## src/rtl/pipe_vect_elastic.sv

```systemverilog
// Elastic pipeline stage for the SIMD datapath.
// Carries a control word plus NUM_VECT vector operands under valid/ready.
// A head register (main) drives the outputs and a skid register absorbs the
// one extra beat that can arrive while downstream stalls. This lets in_ready
// come straight from state flops and still sustain one transfer per cycle.
module pipe_vect_elastic #(
  parameter int WIDTH    = 8,
  parameter int REG_SIZE = 16,
  parameter int VEC_SIZE = 4,
  parameter int NUM_VECT = 3
) (
  input  logic                                             clk,
  input  logic                                             rst,
  input  logic                                             flush,
  input  logic                                             in_valid,
  output logic                                             in_ready,
  input  logic [WIDTH-1:0]                                 in_ctrl,
  input  logic [NUM_VECT-1:0][VEC_SIZE-1:0][REG_SIZE-1:0]  in_vect,
  output logic                                             out_valid,
  input  logic                                             out_ready,
  output logic [WIDTH-1:0]                                 out_ctrl,
  output logic [NUM_VECT-1:0][VEC_SIZE-1:0][REG_SIZE-1:0]  out_vect,
  output logic [1:0]                                       occupancy
);

  typedef enum logic [1:0] {
    EMPTY = 2'd0,
    ONE   = 2'd1,
    FULL  = 2'd2
  } state_t;

  state_t                                            state;
  logic [WIDTH-1:0]                                  main_ctrl;
  logic [WIDTH-1:0]                                  skid_ctrl;
  logic [NUM_VECT-1:0][VEC_SIZE-1:0][REG_SIZE-1:0]   main_vect;
  logic [NUM_VECT-1:0][VEC_SIZE-1:0][REG_SIZE-1:0]   skid_vect;
  logic                                              push;
  logic                                              pop;

  // Handshake flags are decoded from state only, so out_ready never reaches in_ready.
  assign in_ready  = (state != FULL);
  assign out_valid = (state != EMPTY);
  assign occupancy = state;
  assign out_ctrl  = main_ctrl;
  assign out_vect  = main_vect;

  assign push = in_valid & in_ready;
  assign pop  = out_valid & out_ready;

  // Occupancy FSM and data movement between input, skid and head registers.
  always_ff @(posedge clk or negedge rst) begin
    if (!rst) begin
      state     <= EMPTY;
      main_ctrl <= '0;
      skid_ctrl <= '0;
      main_vect <= '0;
      skid_vect <= '0;
    end else if (flush) begin
      // Squash drops any incoming beat; a pop this cycle has already been seen downstream.
      state     <= EMPTY;
      main_ctrl <= '0;
      skid_ctrl <= '0;
      main_vect <= '0;
      skid_vect <= '0;
    end else begin
      case (state)
        EMPTY: begin
          if (push) begin
            state     <= ONE;
            main_ctrl <= in_ctrl;
            main_vect <= in_vect;
          end
        end
        ONE: begin
          if (push && !pop) begin
            state     <= FULL;
            skid_ctrl <= in_ctrl;
            skid_vect <= in_vect;
          end else if (pop && !push) begin
            state <= EMPTY;
          end else if (push && pop) begin
            // Back-to-back beat replaces the head directly, no bubble.
            main_ctrl <= in_ctrl;
            main_vect <= in_vect;
          end
        end
        FULL: begin
          if (pop) begin
            state     <= ONE;
            main_ctrl <= skid_ctrl;
            main_vect <= skid_vect;
          end
        end
        default: state <= EMPTY;
      endcase
    end
  end

endmodule

```

## config.mk

```make
export PLATFORM = sky130hd
export DESIGN_NAME = pipe_vect_elastic
export DESIGN_NICKNAME = d
export VERILOG_FILES = /design/src/rtl/pipe_vect_elastic.sv
export SDC_FILE = /design/constraint.sdc
export NUM_CORES = 1
export LEC_CHECK = 0
export BUFFER_PORTS_ARGS = -buffer_cell sky130_fd_sc_hd__buf_2
export CORE_ASPECT_RATIO = 0.7
export CORE_MARGIN = 2
export CORE_UTILIZATION = 30
export CTS_CLUSTER_SIZE = 10
export DETAILED_ROUTE_END_ITERATION = 8
export PLACE_DENSITY_LB_ADDON = 0.1
export REMOVE_ABC_BUFFERS = 1
export SLEW_MARGIN = 20
export SYNTH_ARGS = -nofsm -noshare
export SYNTH_HDL_FRONTEND = slang
export SYNTH_SLANG_ARGS = --single-unit
```

## constraint.sdc

```tcl
create_clock -name clk -period 2.6 [get_ports clk]
set_input_delay 0 -clock clk [delete_from_list [all_inputs] [get_ports clk]]
set_output_delay 0 -clock clk [all_outputs]
set_load 0.02 [all_outputs]
```

Word level (Yosys, flattened, before mapping)
Index checks and enable logic that the tools add are counted.
{"block": "totals", "word_cells": 77, "in_bits": 205, "register_bits": 402, "output_inout_bits": 204}
{"block": "op_classes", "eq_ne": 9, "bitwise": 2, "muxes": 26, "reduce_logical": 13}
{"cell": "2-to-1 mux 192 bit", "n": 9}
{"cell": "case mux 192 bit (3 select lines)", "n": 1}
{"cell": "2-to-1 mux 8 bit", "n": 9}
{"cell": "case mux 8 bit (3 select lines)", "n": 1}
{"cell": "inequality test 3 bit (second input constant)", "n": 5}
{"cell": "2-to-1 mux 2 bit", "n": 5}
{"cell": "case mux 2 bit (3 select lines)", "n": 1}
{"cell": "AND reduction 6 bit", "n": 1}
{"cell": "nonzero test 2 bit", "n": 3}
{"cell": "inequality test 4 bit (second input constant)", "n": 1}
{"cell": "nonzero test 4 bit", "n": 1}
{"cell": "logical AND 1 bit", "n": 3}
{"cell": "AND reduction 3 bit", "n": 1}
{"cell": "bitwise AND 1 bit", "n": 2}
{"cell": "== test 2 x 1 -> 1 bit (second input constant)", "n": 1}
{"cell": "== test 2 bit (second input constant)", "n": 1}
{"cell": "logical NOT 1 bit", "n": 2}
{"cell": "logical NOT 2 bit", "n": 1}
{"cell": "inequality test 2 bit (second input constant)", "n": 1}
{"cell": "AND reduction 2 bit", "n": 1}

Depth between registers and ports, before layout
Gate-level depths: netlist of the first run.
{"block": "logic_depth", "ltp_word": 8, "mapped_depth": 9, "depth_no_buf": 6}

Worst setup path before layout of the first run
OpenSTA, ideal clock, no wires.
{"block": "synth_timing", "kind": "reg2reg", "from": "register state[0], in the netlist occupancy[0]", "to": "register main_vect (netlist bit out_vect[32])", "slack_ns": 0.423, "path_stages_with_launch": 10, "path_buffers": 3, "setup_time_ns": 0.124, "synth_period_minus_slack_ns": 2.177, "required_time_ns": 2.476, "arrival_time_ns": 2.053, "cell_sequence": "dfrtp_1 -> inv_1 -> ha_1 -> clkbuf_1 -> nor2b_2 -> nand4_1 -> and3_1 -> buf_6 -> buf_6 -> a211o_1"}
{"block": "synth_between", "elab_chain_len": 6, "elab_cells_between_ends": 21, "classes_between": "eq/ne (8); mux (2); bitwise (2); reduce/logical (9)"}
{"element": "start, declared", "line": "32", "source": "state_t state;"}
{"element": "start signal, assigned", "line": "53", "source": "state <= EMPTY;"}
{"element": "start signal, assigned", "line": "60", "source": "state <= EMPTY;"}
{"element": "start signal, assigned", "line": "69", "source": "state <= ONE;"}
{"element": "inequality test 2 bit or nonzero test 2 bit (tied branches)", "line": "41, 42"}
{"element": "bitwise AND 1 bit (on tied branches)", "line": "47, 48"}
{"element": "logical NOT 1 bit (on tied branches)", "line": "79, 75"}
{"element": "logical AND 1 bit (on tied branches)", "line": "79, 75"}
{"element": "inequality test 3 bit (no line)"}
{"element": "AND reduction 6 bit (no line)"}
{"element": "end signal, assigned", "line": "71", "source": "main_vect <= in_vect;"}
{"element": "end signal, assigned", "line": "84", "source": "main_vect <= in_vect;"}
{"element": "end signal, assigned", "line": "91", "source": "main_vect <= skid_vect;"}
{"element": "end, declared", "line": "35", "source": "logic [NUM_VECT-1:0][VEC_SIZE-1:0][REG_SIZE-1:0] main_vect;"}
Several ways; a longest one is shown, not always the timed one.
A chain may end at the register's enable or synchronous reset.

Worst setup path after layout of the first run
{"block": "layout_timing", "from": "register state[0], in the netlist occupancy[0]", "to": "register main_vect (netlist bit out_vect[142])"}
Same word-level chain as after synthesis.

==> results by group, run 1 <==
Run status
  • Status: completed

GRT
  • First-pass GRT wire length: between 100000 and 150000 um
  • Number of global-route vias before repair: roughly 18000
  • GRT Overall Usage: 0.191
  • Pin count of the biggest net entering global routing: around 160
  • GR Overflow Total: 0
  • Initial antenna violation count: 3

Critical path
  • Reg-to-reg startpoint: occupancy[0]$_DFFE_PN0P_
  • WP data arrival: about 2900 ps
  • R2R Setup Slk: approximately 170 ps
  • Buf/Inv on CP: 3
  • Startpoint Class: flip-flop
  • CP delay by family, top: buffers and inverters
  • Critical Path, Cell by Cell: inv_1 -> ha_1 -> nand2b_1 -> o221ai_4 -> buf_12 -> buf_16 -> nor3b_1 -> a211o_1
  • WP data required: 3070 ps
  • CP Max Fanout: between 60 and 70
  • Master of the slowest instance on the critical path: dfrtp_1
  • Worst Setup Path Type: flip-flop to flip-flop
  • CP max stage delay: slightly above 400 ps
  • CP endpoint kind: flip-flop
  • FF-to-FF path depth: 8
  • Reg2reg end: out_vect[142]$_DFFE_PN0P_

Clock tree
  • CTS sink cnt: approximately 400
  • Total CTS buffers: 48
  • CTS Root Cell: clkbuf_16
  • Clk slew on worst S/H paths: ~60 ps
  • CTS tree: built
  • H-tree levels: 2
  • Clk buf depth: 3
  • Worst skew pair latency: slightly above 600 ps

Synth
  • Post-synth ARST share: 1.00
  • Sequential fraction of the synthesis area: 0.489
  • Synth Cell Area: 20600 um2
  • Synth Register Bits: around 400
  • Post-synth EDFFs: 0
  • Syn Inst Count: 1835
  • Ys flop type: dfrtp_1
  • Cell variety after synth: 26
  • Syn Area/Cell: between 10 and 15 um2
  • Synth warn: 0

Floorplan
  • Ports: between 400 and 500
  • Starting Density: 0.302
  • Core Footprint: 68000 um2
  • Cell Rows: 80
  • Die area: about 70000 um2
  • Die X: ~320 um
  • Die Ht: 223 um

Placement
  • Routability Congestion: around 0.74
  • Placed Instances: between 3000 and 4000
  • DPL Wire Length: approximately 40000 um
  • IO Port Bufs: around 400

Timing
  • Max Slew Vio Count: 0
  • Final setup vio count: 0
  • RSZ-0062 raised after global routing: no
  • Final hold violations: 0
  • Tcrit/Tclk final: 0.936
  • Slew HR: 0.355
  • Clk_skew: roughly 22 ps
  • F_max: ~410 MHz
  • Worst Max-Slew Pin Slew: between 900 and 1000 ps
  • Min Hold Slack: 7.70 ps
  • Final Critical Period: 2430 ps

Power and ir drop
  • PwrDens: between 1000 and 1500 nW/um2
  • Max rail drop VDD: 0.585 mV
  • Pleak: 13.2 nW

Worst hold path
  • Worst min-delay path category: input pin to asynchronous set/reset pin

Detailed routing
  • Vias post-DR: roughly 17000
  • Drt pass-1 iters: 5
  • Met2 wire len: approximately 31000 um
  • Top routing layer in use: met4
  • Met3 wire length: around 3600 um
  • Metal-1 WL: between 30000 and 40000 um
  • Wirelength per Cell: a little over 20 um
  • Final wirelength: about 70000 um
  • DRC violations left: 0
  • Antenna Violating Nets Remaining: 0
  • Via/cell ratio: roughly 5.2
  • DR iter-0 viols: 945

Layout
  • # fillers: between 6000 and 7000
  • Register area: 10100 um2
  • Final core utilization: 0.400
  • Share of cells above drive strength 1: 0.229
  • Non-Filler Instances: around 3300
  • Area Growth Syn to Fin: 32.3%
  • Nets@finish: 2582
  • Multi-input gate area: 9550 um2

Job
  • # Max-Cap Violations: 0
[logic make-up (layout without fill, tap and decap cells)]
logic type,count (synthesis),count (layout),share of synthesized area
other cells,0,3,0
mux,202,202,0.0985
flops,402,402,0.489
simple gates,415,415,0.114
buf+inv,205,759,0.0494
fa+ha+maj,6,6,0.00365
compound gates,605,605,0.246
[worst max path at each step]
stage	startpoint	endpoint	slack, ps	depth (start not counted)
finish	occupancy[0]$_DFFE_PN0P_	out_vect[142]$_DFFE_PN0P_	170	8
global route	occupancy[0]$_DFFE_PN0P_	out_vect[38]$_DFFE_PN0P_	9	8
CTS	occupancy[0]$_DFFE_PN0P_	out_vect[4]$_DFFE_PN0P_	8	7
detailed placement	occupancy[0]$_DFFE_PN0P_	out_vect[4]$_DFFE_PN0P_	20	7
global placement	occupancy[0]$_DFFE_PN0P_	out_vect[45]$_DFFE_PN0P_	70	7
floorplan	occupancy[0]$_DFFE_PN0P_	skid_ctrl[0]$_DFFE_PN0P_	-13760	5
[synth_stat cells (2+ instances only)]
cell type    n  area [um2]
a211o_1    200        1750
a22o_1     200        1750
nand2b_1     3        18.8
a21boi_0   200        1500
clkbuf_1   104         390
buf_2       55         275
a31oi_1      2        12.5
inv_1        5        18.8
buf_6       21         236
mux2_2       2        22.5
buf_1       15        56.3
ha_1         6        75.1
buf_4        5        37.5
dfrtp_1    402       10100
mux2i_1    200        2000
nor2_1     206         773
nor3b_1    200        1500
[sequential cells by signal, summed over array words and instances, names as in the netlist]
name / cells
out_ctrl: 8
skid_vect: 192
skid_ctrl: 8
occupancy: 2
out_vect: 192
[cell usage in the layout (no fill, tap or decap), drive strengths merged, types with 2 or more instances in the layout]
master	count
mux2i	200
mux2	2
nand2b	3
clkinv	2
dfrtp	402
clkbuf	63
nor3b	200
a31oi	2
buf	484
diode	3
a211o	200
dlygate4sd3	202
inv	8
a22o	200
a21boi	200
nor2	206
ha	6
[where the power goes]
group	switching, mW	internal (mW)	total (mW)
combinational	7.59	5.06	12.7
clock	2.72	3.41	6.13
sequential	1.27	8.21	9.48
[cell type report]
| cell class | count | share of cell area |
|---|---|---|
| Tap cell | 902 | 0.0415 |
| Inverter | 5 | 0.000690 |
| Clock buffer | 63 | 0.0470 |
| Multi-Input combinational cell | 1228 | 0.351 |
| Clock inverter | 5 | 0.00216 |
| Timing Repair Buffer | 686 | 0.187 |
| Sequential cell | 402 | 0.370 |
| Antenna cell | 3 | 0.000276 |
[repair_timing]
item,CTS,global route
setup buffers,0,7
endpoints found under the setup margin,0,156
resized for setup,0,2
endpoints found under the hold margin,776,0
hold buffers,202,0
[metrics by stage]
step / setup TNS (ps) / total power [mW] / setup WS, ps / area, um2
floorplan: -5170820 / 14.5 / -13760 / 19600
global placement: 0 / 21.7 / 67.0 / 23700
detailed placement: 0 / 21.9 / 17.9 / 23700
CTS: 0 / 28.5 / 7.50 / 27100
global route: 0 / 29.9 / 8.65 / 27200
finish: 0 / 28.3 / 167 / 27200
[metal layers]
| layer | GRT usage | vias to the layer above |
|---|---|---|
| met3 | 0.0402 | 96 |
| met4 | 0.0478 | 0 |
| met1 | 0.264 | 8638 |
| met2 | 0.303 | 353 |
| met5 | 0 | - |
| li1 | - | 7879 |
No activity file was read; power rests on OpenSTA's default activity.
==> run 2: changes to the inputs <==
==> constraint.sdc (replaced) <==
create_clock -name clk -period 2.65 [get_ports clk]
set_input_delay 0 -clock clk [delete_from_list [all_inputs] [get_ports clk]]
set_output_delay 0 -clock clk [all_outputs]
set_load 0.02 [all_outputs]
==> run 2 against run 1 <==
Compared with the run above: first-iteration DRC count is 7.1% lower; maximum frequency shrank 1.8%; count of clock-buffer cells in the layout shrank 4; clock skew decreased by 10 ps; largest cell class unchanged.
==> results by group, run 2 (synthesis gave the netlist of run 1 again) <==
Run status
  • Status: completed

Critical path
  • Critical Path Sink: out_vect[32]$_DFFE_PN0P_
  • WP data required: approximately 3100 ps
  • CP endpoint kind: flip-flop
  • Master of the slowest instance on the critical path: dfrtp_1
  • WP data arrival: 2950 ps
  • CP max stage delay: 450 ps
  • Critical Path, Cell by Cell: inv_1 -> ha_1 -> nand2b_1 -> nand4_1 -> and3_4 -> buf_12 -> buf_12 -> a211o_1
  • Startpoint Class: flip-flop
  • Reg2reg end: out_vect[32]$_DFFE_PN0P_
  • Reg-to-reg startpoint: occupancy[1]$_DFFE_PN0P_
  • Critical Path Start: occupancy[1]$_DFFE_PN0P_
  • Worst Setup Path Type: flip-flop to flip-flop
  • FF-to-FF path depth: 8
  • Top cell by count, worst path: buf_12
  • R2R Setup Slk: between 150 and 200 ps
  • CP Max Fanout: 36

Placement
  • Placed Area: about 24000 um2
  • Routability Congestion: approximately 0.74
  • IO Port Bufs: approximately 410
  • DPL Wire Length: 40100 um

Layout
  • Area Growth Syn to Fin: 31.6%
  • Commonest cells after routing, fill and taps aside: 406 x buf_2, 402 x dfrtp_1, 205 x nor2_1
  • Nets@finish: roughly 2600
  • Area of all placed cells without fillers: ~27000 um2
  • Commonest non-fill, non-tap cell in the layout: buf_2
  • # fillers: ~6600
  • Share of cells above drive strength 1: 0.225

Floorplan
  • Die Ht: 223 um
  • Die area: around 71000 um2
  • Starting Density: 0.302
  • Cell Rows: 80
  • Core Footprint: slightly below 70000 um2
  • Die X: 317 um
  • Ports: between 400 and 500

Timing
  • Final setup vio count: 0
  • Worst Max-Slew Pin Slew: slightly below 1000 ps
  • Max Slew Vio Count: 0
  • Final hold violations: 0
  • Min Hold Slack: 112 ps
  • Tcrit/Tclk final: 0.935
  • Slew HR: 0.337
  • Final Critical Period: ~2500 ps
  • F_max: a little over 400 MHz
  • Clk_skew: around 12 ps
  • Setup TNS: 0 ps
  • RSZ-0062 raised after global routing: no

Clock tree
  • PostCTS Resize Cnt: 0
  • CTS Root Cell: clkbuf_16
  • Worst skew pair latency: 580 ps
  • CTS tree: built
  • CTS sink cnt: approximately 400
  • Total CTS buffers: 47
  • H-tree levels: 2
  • Clk buf depth: 3
  • Clk slew on worst S/H paths: about 60 ps

Worst hold path
  • Worst min-delay path category: input pin to flip-flop

Detailed routing
  • Drt pass-1 iters: 5
  • Final wirelength: ~68000 um
  • DRC violations left: 0
  • Antenna Violating Nets Remaining: 0
  • Vias post-DR: about 17000
  • Wirelength per Cell: 20.8 um
  • DR iter-0 viols: 878
  • Via/cell ratio: 5.16

Power and ir drop
  • Pleak: 13.2 nW
  • NetSw: 11.3 mW
  • PwrDens: 1020 nW/um2
  • Internal Power: roughly 16 mW
  • Sw frac: 0.410
  • Part of the power in registers: 0.339
  • Max rail drop VDD: between 1 and 1.5 mV
  • Power share of the clock group: 0.213
  • Comb power frac: 0.448

GRT
  • GR Overflow Total: 0
  • First-pass GRT wire length: roughly 110000 um
  • Initial antenna violation count: 6
  • Number of global-route vias before repair: approximately 17000
  • Pin count of the biggest net entering global routing: about 190
  • GRT Overall Usage: 0.190

Job
  • # Max-Cap Violations: 0
==> run 2: cell count changes in the layout (fill, tap and decap cells not counted) <==
cell | previous run | this run
buf_4 | 42 | 30
inv_16 | 1 | 0
clkinv_8 | 1 | 0
buf_16 | 2 | 0
clkbuf_8 | 2 | 3
clkbuf_16 | 48 | 47
inv_6 | 2 | 1
clkbuf_1 | 13 | 9
buf_12 | 32 | 35
dlygate4sd3_1 | 202 | 203
diode_2 | 3 | 4
==> run 2: power groups by stage <==
stage	Sequential (mW)	Clock, mW	Combinational, mW
2_1_floorplan	9.90	0	4.38
3_3_place_gp	9.31	0	12.0
3_5_place_dp	9.41	0	12.1
4_1_cts	9.32	6.08	12.3
5_1_grt	9.61	6.35	13.2
6_report	9.32	5.85	12.3
==> run 2: layer usage <==
layer / GRT usage / share of wire
met1: 0.261 / 0.47
met2: 0.299 / 0.45
met3: 0.0453 / 0.058
met4: 0.0447 / 0.019
met5: 0 / 0.00035
==> run 2: what timing repair did <==
item,4_1_cts,5_1_grt
hold endpoints to repair,797,0
hold buffers,204,0
endpoints found under the setup margin,0,28
setup buffers,0,5
==> run 2: cell type report <==
class,count,area (um2),area share
sequential,402,10100,0.372
multi-input combinational,1228,9550,0.353
timing repair buffer,676,5020,0.186
clock buffer,59,1250,0.0463
tap,902,1130,0.0417
inverter,5,18.8,0.000694
clock inverter,2,13.8,0.000509
antenna,4,10.0,0.000370
==> run 2: worst max-delay path: cells and delay by family, from the launching register on <==
family / cells / cell delay [ps]
flip-flops: 1 / 450
AND/OR/NAND/NOR: 3 / 970
AO/OA/AOI/OAI: 1 / 300
buffers and inverters: 3 / 460
adder cells (fa/ha/maj): 1 / 170
==> run 2: worst min path at each step <==
stage	start	depth (start not counted)	slack, ps	to
2_1_floorplan	rst	0	-300	occupancy[0]$_DFFE_PN0P_
3_3_place_gp	rst	1	-7	skid_ctrl[3]$_DFFE_PN0P_
3_5_place_dp	rst	1	0.2	skid_ctrl[3]$_DFFE_PN0P_
4_1_cts	out_ready	4	50	occupancy[1]$_DFFE_PN0P_
5_1_grt	out_ready	4	120	occupancy[1]$_DFFE_PN0P_
6_report	out_ready	4	110	occupancy[0]$_DFFE_PN0P_
==> run 2: through the flow <==
stage / total power, mW / setup WS (ps) / utilization / instances
2_1_floorplan: 14.3 / -13710 / - / 1635
3_3_place_gp: 21.3 / 132 / 0.348 / 3004
3_5_place_dp: 21.5 / 112 / 0.348 / 3004
4_1_cts: 27.7 / 59.6 / 0.397 / 3269
5_1_grt: 29.1 / 30.4 / 0.398 / 3278
6_report: 27.5 / 173 / 0.398 / 3278
